<file path="config.mk">
export PLATFORM = sky130hd
export DESIGN_NAME = plab4_net_router_output_ctrl
export DESIGN_NICKNAME = d
export VERILOG_FILES = /design/src/rtl/plab4_net_pkg.sv /design/src/rtl/plab4_net_rr_arb3.sv /design/src/rtl/plab4_net_router_output_ctrl.sv
export SDC_FILE = /design/constraint.sdc
export NUM_CORES = 1
export LEC_CHECK = 0
export ABC_AREA = 1
export CORE_ASPECT_RATIO = 1.75
export CORE_MARGIN = 2
export CORE_UTILIZATION = 30
export CTS_BUF_LIST = sky130_fd_sc_hd__clkbuf_4
export DETAILED_ROUTE_END_ITERATION = 10
export GPL_ROUTABILITY_DRIVEN = 1
export HOLD_SLACK_MARGIN = 0.06
export PLACE_DENSITY = 0.75
export RECOVER_POWER = 100
export REMOVE_ABC_BUFFERS = 1
export SKIP_CTS_REPAIR_TIMING = 1
export SYNTH_ARGS = -nofsm -noshare
export SYNTH_HDL_FRONTEND = slang
export SYNTH_SLANG_ARGS = --single-unit
</file>
<file path="constraint.sdc">
create_clock -name clk -period 2.84 [get_ports clk]
set_input_delay 0.568 -clock clk [delete_from_list [all_inputs] [get_ports clk]]
set_output_delay 0.568 -clock clk [all_outputs]
set_load 0.03 [all_outputs]
</file>
<file path="src/rtl/plab4_net_pkg.sv">
// ---------------------------------------------------------------------------
// plab4_net_pkg
// Shared constants for the plab4 ring network router.
//   - Router port indices (clockwise neighbour, terminal, counter-clockwise).
//   - Request/grant vector width.
//   - Network message field widths and bit offsets. The total message width
//     (c_msg_nbits) is derived from these and sizes p_msg_nbits downstream.
// ---------------------------------------------------------------------------
package plab4_net_pkg;

    // Router port indices; bit i of a req/grant vector belongs to port i.
    localparam int c_port_0    = 0;
    localparam int c_port_term = 1;
    localparam int c_port_2    = 2;

    localparam int c_num_reqs  = 3;

    // Message layout, LSB first: payload | opaque | src | dest.
    localparam int c_payload_nbits = 32;
    localparam int c_opaque_nbits  = 8;
    localparam int c_src_nbits     = 2;
    localparam int c_dest_nbits    = 2;

    localparam int c_payload_off = 0;
    localparam int c_opaque_off  = c_payload_off + c_payload_nbits;
    localparam int c_src_off     = c_opaque_off + c_opaque_nbits;
    localparam int c_dest_off    = c_src_off + c_src_nbits;

    localparam int c_msg_nbits   = c_dest_off + c_dest_nbits;

endpackage

</file>
<file path="src/rtl/plab4_net_rr_arb3.sv">
// ---------------------------------------------------------------------------
// plab4_net_rr_arb3
// Three-way round-robin arbiter with a registered priority pointer.
// Ports:
//   clk     - clock, state updates on rising edge
//   reset   - asynchronous, active-low reset; pointer returns to 0
//   en      - arbitration enable; grants are forced to zero when low
//   reqs    - per-requester request bits
//   grants  - one-hot (or zero) grant, combinational from reqs/pointer/en
// The pointer names the highest-priority requester. It moves to one past
// the granted requester, and only when a grant is actually issued.
// ---------------------------------------------------------------------------
module plab4_net_rr_arb3
    import plab4_net_pkg::*;
(
    input  logic                  clk,
    input  logic                  reset,
    input  logic                  en,
    input  logic [c_num_reqs-1:0] reqs,
    output logic [c_num_reqs-1:0] grants
);

    logic [1:0]            ptr_q;
    logic [1:0]            ptr_d;
    logic [1:0]            ptr_eff;
    logic [c_num_reqs-1:0] rot_reqs;
    logic [c_num_reqs-1:0] rot_gnt;
    logic [c_num_reqs-1:0] raw_gnt;

    // Encoding 3 is unreachable; decode it as 0 so a corrupted pointer
    // still arbitrates sensibly.
    assign ptr_eff = (ptr_q == 2'd3) ? 2'd0 : ptr_q;

    always_comb begin
        // Rotate so that bit 0 is the requester the pointer favours.
        case (ptr_eff)
            2'd1:    rot_reqs = {reqs[0], reqs[2], reqs[1]};
            2'd2:    rot_reqs = {reqs[1], reqs[0], reqs[2]};
            default: rot_reqs = reqs;
        endcase

        // Fixed-priority pick on the rotated vector.
        if (rot_reqs[0])      rot_gnt = 3'b001;
        else if (rot_reqs[1]) rot_gnt = 3'b010;
        else if (rot_reqs[2]) rot_gnt = 3'b100;
        else                  rot_gnt = 3'b000;

        // Undo the rotation.
        case (ptr_eff)
            2'd1:    raw_gnt = {rot_gnt[1], rot_gnt[0], rot_gnt[2]};
            2'd2:    raw_gnt = {rot_gnt[0], rot_gnt[2], rot_gnt[1]};
            default: raw_gnt = rot_gnt;
        endcase

        // Gating with reset keeps grants low while reset is held, so no
        // input controller believes a transfer happened during reset.
        grants = (en && reset) ? raw_gnt : '0;
    end

    always_comb begin
        ptr_d = ptr_q;
        if (grants[c_port_0])    ptr_d = 2'(c_port_term);
        if (grants[c_port_term]) ptr_d = 2'(c_port_2);
        if (grants[c_port_2])    ptr_d = 2'(c_port_0);
    end

    always_ff @(posedge clk or negedge reset) begin
        if (!reset) begin
            ptr_q <= 2'd0;
        end else begin
            ptr_q <= ptr_d;
        end
    end

endmodule

</file>
<file path="src/rtl/plab4_net_router_output_ctrl.sv">
// ---------------------------------------------------------------------------
// plab4_net_router_output_ctrl
// Output-port control for one plab4 ring router: arbitrates the three input
// controllers' requests round-robin, muxes the granted message into a
// one-entry staging register and presents it on a val/rdy channel.
// Ports:
//   clk      - clock, state updates on rising edge
//   reset    - asynchronous, active-low reset
//   reqs     - request bit i from input controller i, held until granted
//   in_msg   - concatenated input messages, input i at slice i
//   grants   - one-hot (or zero) grant; input i's message consumed this cycle
//   out_val  - outgoing message valid
//   out_rdy  - downstream accepts the outgoing message this cycle
//   out_msg  - outgoing message
// Optional feature macro: PLAB4_NET_ROUTER_OUTPUT_CTRL_BYPASS_EN
//   When defined, a message granted while the register is empty and out_rdy
//   is high is forwarded combinationally in the same cycle without being
//   stored.
// ---------------------------------------------------------------------------
module plab4_net_router_output_ctrl
    import plab4_net_pkg::*;
#(
    parameter int p_msg_nbits = c_msg_nbits,
    parameter int p_num_reqs  = c_num_reqs
)(
    input  logic                              clk,
    input  logic                              reset,
    input  logic [p_num_reqs-1:0]             reqs,
    input  logic [p_num_reqs*p_msg_nbits-1:0] in_msg,
    output logic [p_num_reqs-1:0]             grants,
    output logic                              out_val,
    input  logic                              out_rdy,
    output logic [p_msg_nbits-1:0]            out_msg
);

    logic                   full_q;
    logic                   full_d;
    logic [p_msg_nbits-1:0] out_msg_q;
    logic [p_msg_nbits-1:0] out_msg_d;
    logic                   accept;
    logic                   any_grant;
    logic                   bypass;
    logic [p_msg_nbits-1:0] grant_msg;
    logic [p_msg_nbits-1:0] masked_msg [p_num_reqs];

    // Pipelined enqueue: a full register that drains this cycle can refill.
    assign accept    = !full_q || (full_q && out_rdy);
    assign any_grant = |grants;

    plab4_net_rr_arb3 u_arb (
        .clk    (clk),
        .reset  (reset),
        .en     (accept),
        .reqs   (reqs),
        .grants (grants)
    );

    // Grants are one-hot, so an AND-OR mux selects the granted slice.
    for (genvar gi = 0; gi < p_num_reqs; gi++) begin : g_mux
        assign masked_msg[gi] = in_msg[gi*p_msg_nbits +: p_msg_nbits]
                              & {p_msg_nbits{grants[gi]}};
    end

    always_comb begin
        grant_msg = '0;
        for (int i = 0; i < p_num_reqs; i++) begin
            grant_msg = grant_msg | masked_msg[i];
        end
    end

`ifdef PLAB4_NET_ROUTER_OUTPUT_CTRL_BYPASS_EN
    assign bypass = any_grant && !full_q && out_rdy;
`else
    assign bypass = 1'b0;
`endif

    always_comb begin
        full_d    = full_q;
        out_msg_d = out_msg_q;
        if (any_grant && !bypass) begin
            full_d    = 1'b1;
            out_msg_d = grant_msg;
        end else if (full_q && out_rdy) begin
            // Drained with nothing to replace it; the stale data stays put.
            full_d = 1'b0;
        end
    end

    always_ff @(posedge clk or negedge reset) begin
        if (!reset) begin
            full_q    <= 1'b0;
            out_msg_q <= '0;
        end else begin
            full_q    <= full_d;
            out_msg_q <= out_msg_d;
        end
    end

    assign out_val = full_q || bypass;
    assign out_msg = bypass ? grant_msg : out_msg_q;

endmodule
</file>
==> impl_metrics.toml <==
[sta]
setup_slack_ns = 0.1623
slew_headroom_pct = 20.35
fmax_mhz = 373.5
rsz0062_at_grt = "false"
hold_violations = 0
setup_viol = 0
worst_pin_slew_ns = 1.195
maxSlewViolCount = 0
clock_skew_ns = 0.01199
period_minus_slack_ns = 2.678
period_share_pct = 94.28

[route]
post-route-drc-count = 0
ant_nets = 0
vias = 4083
drtIter0Drc = 229
wl_per_cell_um = 15.48
routed_via_density = 5.155
wl_um = 12260
firstDrtPassIters = 5

[synth]
synth-seq-area-share_pct = 35.69
synth_cells = 497
netlist_area_sq_mm = 0.003296
synth.area.top_cells = "dfrtp_1 36%, nand4_1 17%, nand2_1 13%, nor2_1 10%, nand3_1 7.6%"
yosysUniqueCellTypes = 21
yosys_warnings = 0
synth.ff_latch_count = 47
synth_top_area_share_pct = 35.69
synth_area_leader_cell = "dfrtp_1"
syn_avg_cell_area_sq_um = 6.631

[grt]
grt_max_degree = 51
grtUsageTotal_pct = 19.95
antenna_found_initial = 2
grt.overflow.total = 0
grt_pass1_wl_um = 19090
grt_pass1_vias = 3904

[placement]
routabilityCongestion = 0.8624
hpwl_um = 8629
pre_cts_ws_ns = 0.2829
placed_cells = 782
port_buffers = 185

[final_layout]
instances_no_fill = 792
drive_above_1_share_pct = 5.000
area_delta_synth_final_pct = 58.77
nets = 800

[power_and_ir_drop]
p_leak_nw = 2.670
p_per_area_mw_per_mm2 = 1188
ir_worst_vdd_mv = 1.558

[worst_setup_path]
arrival_ns = 2.11
r2r-start = "u_arb.ptr_q[1]$_DFFE_PN0P_"
end_kind = "output pin"
required_ns = 2.27
worstSetupPathType = "reg -> out"
rrSetupSlack_ns = 0.19
worst_r2r_endpoint = "out_msg[17]$_DFFE_PN0P_"
reg2reg_depth = 10
start_kind = "flip-flop"
crit_fanout = 7

[cts]
insertion_delay_ns = 0.36
cts-buffers-inserted = 5
cts_tree = "done"
cts.sinks = 47
ctsLongestPathBuffers = 2
cts_root_buffer = "clkbuf_4"
path_clk_slew_ns = 0.13
htreeDepth = 2

[floorplanning]
std_cell_rows = 50
die_y_um = 142.7
initial_core_util_pct = 30.81
fp.dieW_um = 83.23
dieArea_sq_mm = 0.01187
core-area_sq_mm = 0.01070
top_level_ports = 186

[hold_path]
hold_path.class = "in -> async"

[flow_run]
drv_cap = 0

[outcome]
status = "finished, final reports clean"
-- how the worst max path moves through the flow --
stage / start / slack, ns / end
finish: u_arb.ptr_q[1]$_DFFE_PN0P_ / 0.16 / grants[2]
global route: u_arb.ptr_q[0]$_DFFE_PN0P_ / 0.0003 / grants[0]
CTS: u_arb.ptr_q[0]$_DFFE_PN0P_ / -0.03 / grants[2]
detailed placement: reqs[1] / 0.28 / out_msg[42]$_DFFE_PN0P_
global placement: reqs[0] / 0.37 / grants[0]
floorplan: u_arb.ptr_q[1]$_DFFE_PN0P_ / -1.37 / grants[2]
-- layout by cell type (no fill, tap or decap), drive strengths merged --
master         count
clkdlybuf4s50    136
buf               14
nand2            116
o21ai              2
ha                 2
nand4             91
dlygate4sd3       45
dfrtp             47
inv               54
a21oi              3
clkinv             2
diode              2
or2                2
nand3             50
clkbuf             7
nor2              89
-- power breakdown --
group | switching, W | internal, W | total [W]
Clock | 0.000207 | 0.0000881 | 0.000295
Sequential | 0.000171 | 0.00104 | 0.00121
Combinational | 0.00319 | 0.00152 | 0.00471
-- sequential cells by signal, indices dropped and copies added (netlist names) --
signal and count:
out_msg 44, u_arb.ptr_q 2, out_val 1
-- synthesized netlist by cell type, drive strengths merged --
library cell and count:
a21oi 3, buf 35, clkbuf 6, dfrtp 47, ha 2, inv 54
nand2 116, nand3 50, nand4 91, nor2 89, o21ai 2, or2 2
-- critical path, stage by stage (launching register included) --
cell	delay [ns]
dfrtp_1	0.45
ha_4	0.32
inv_2	0.08
or2_4	0.25
nand2_4	0.10
nand3_1	0.10
nand2_2	0.10
nand3_2	0.09
inv_1	0.10
buf_4	0.17
-- logic make-up after synthesis --
family	Yosys count	synth area share, %
adders and majority gates	2	0.7592
AOI/OAI and AO/OA	5	1.215
DFF	47	35.69
buffers and inverters	95	13.36
and+or+nand+nor	348	48.98
-- layout make-up --
cell class	instances	area, sq um
antenna	2	5.005
clock buffer	5	37.54
clock inverter	2	8.758
fill	1065	5465
inverter	54	202.7
multi-input combinational	355	1703
sequential	47	1176
tap	130	162.7
timing repair buffer	197	1937
-- per-layer routing --
layer / wire length, um / part of all wire (%) / vias up / track usage [%]
met5: 0 / 0 / - / 0
met4: 612 / 5.0 / 0 / 11.30
met3: 594 / 4.8 / 38 / 3.642
met2: 6746 / 55 / 162 / 36.93
met1: 4308 / 35 / 1908 / 20.98
li1: - / - / 1975 / -
-- per-stage QoR --
stage	instance area [sq um]	power, W	util (%)	hold WS, ns	TNS, ns
global route	5233	0.006732	48.91	0.5676	0
global placement	5165	0.005825	48.28	0.5129	0
detailed placement	5165	0.005981	48.28	0.5131	0
floorplan	3058	0.004082	-	0.2724	-38.82
CTS	5211	0.006308	48.71	0.3012	-0.03598
finish	5233	0.006214	48.91	0.5330	0
Power figures use the tool's default switching activity.
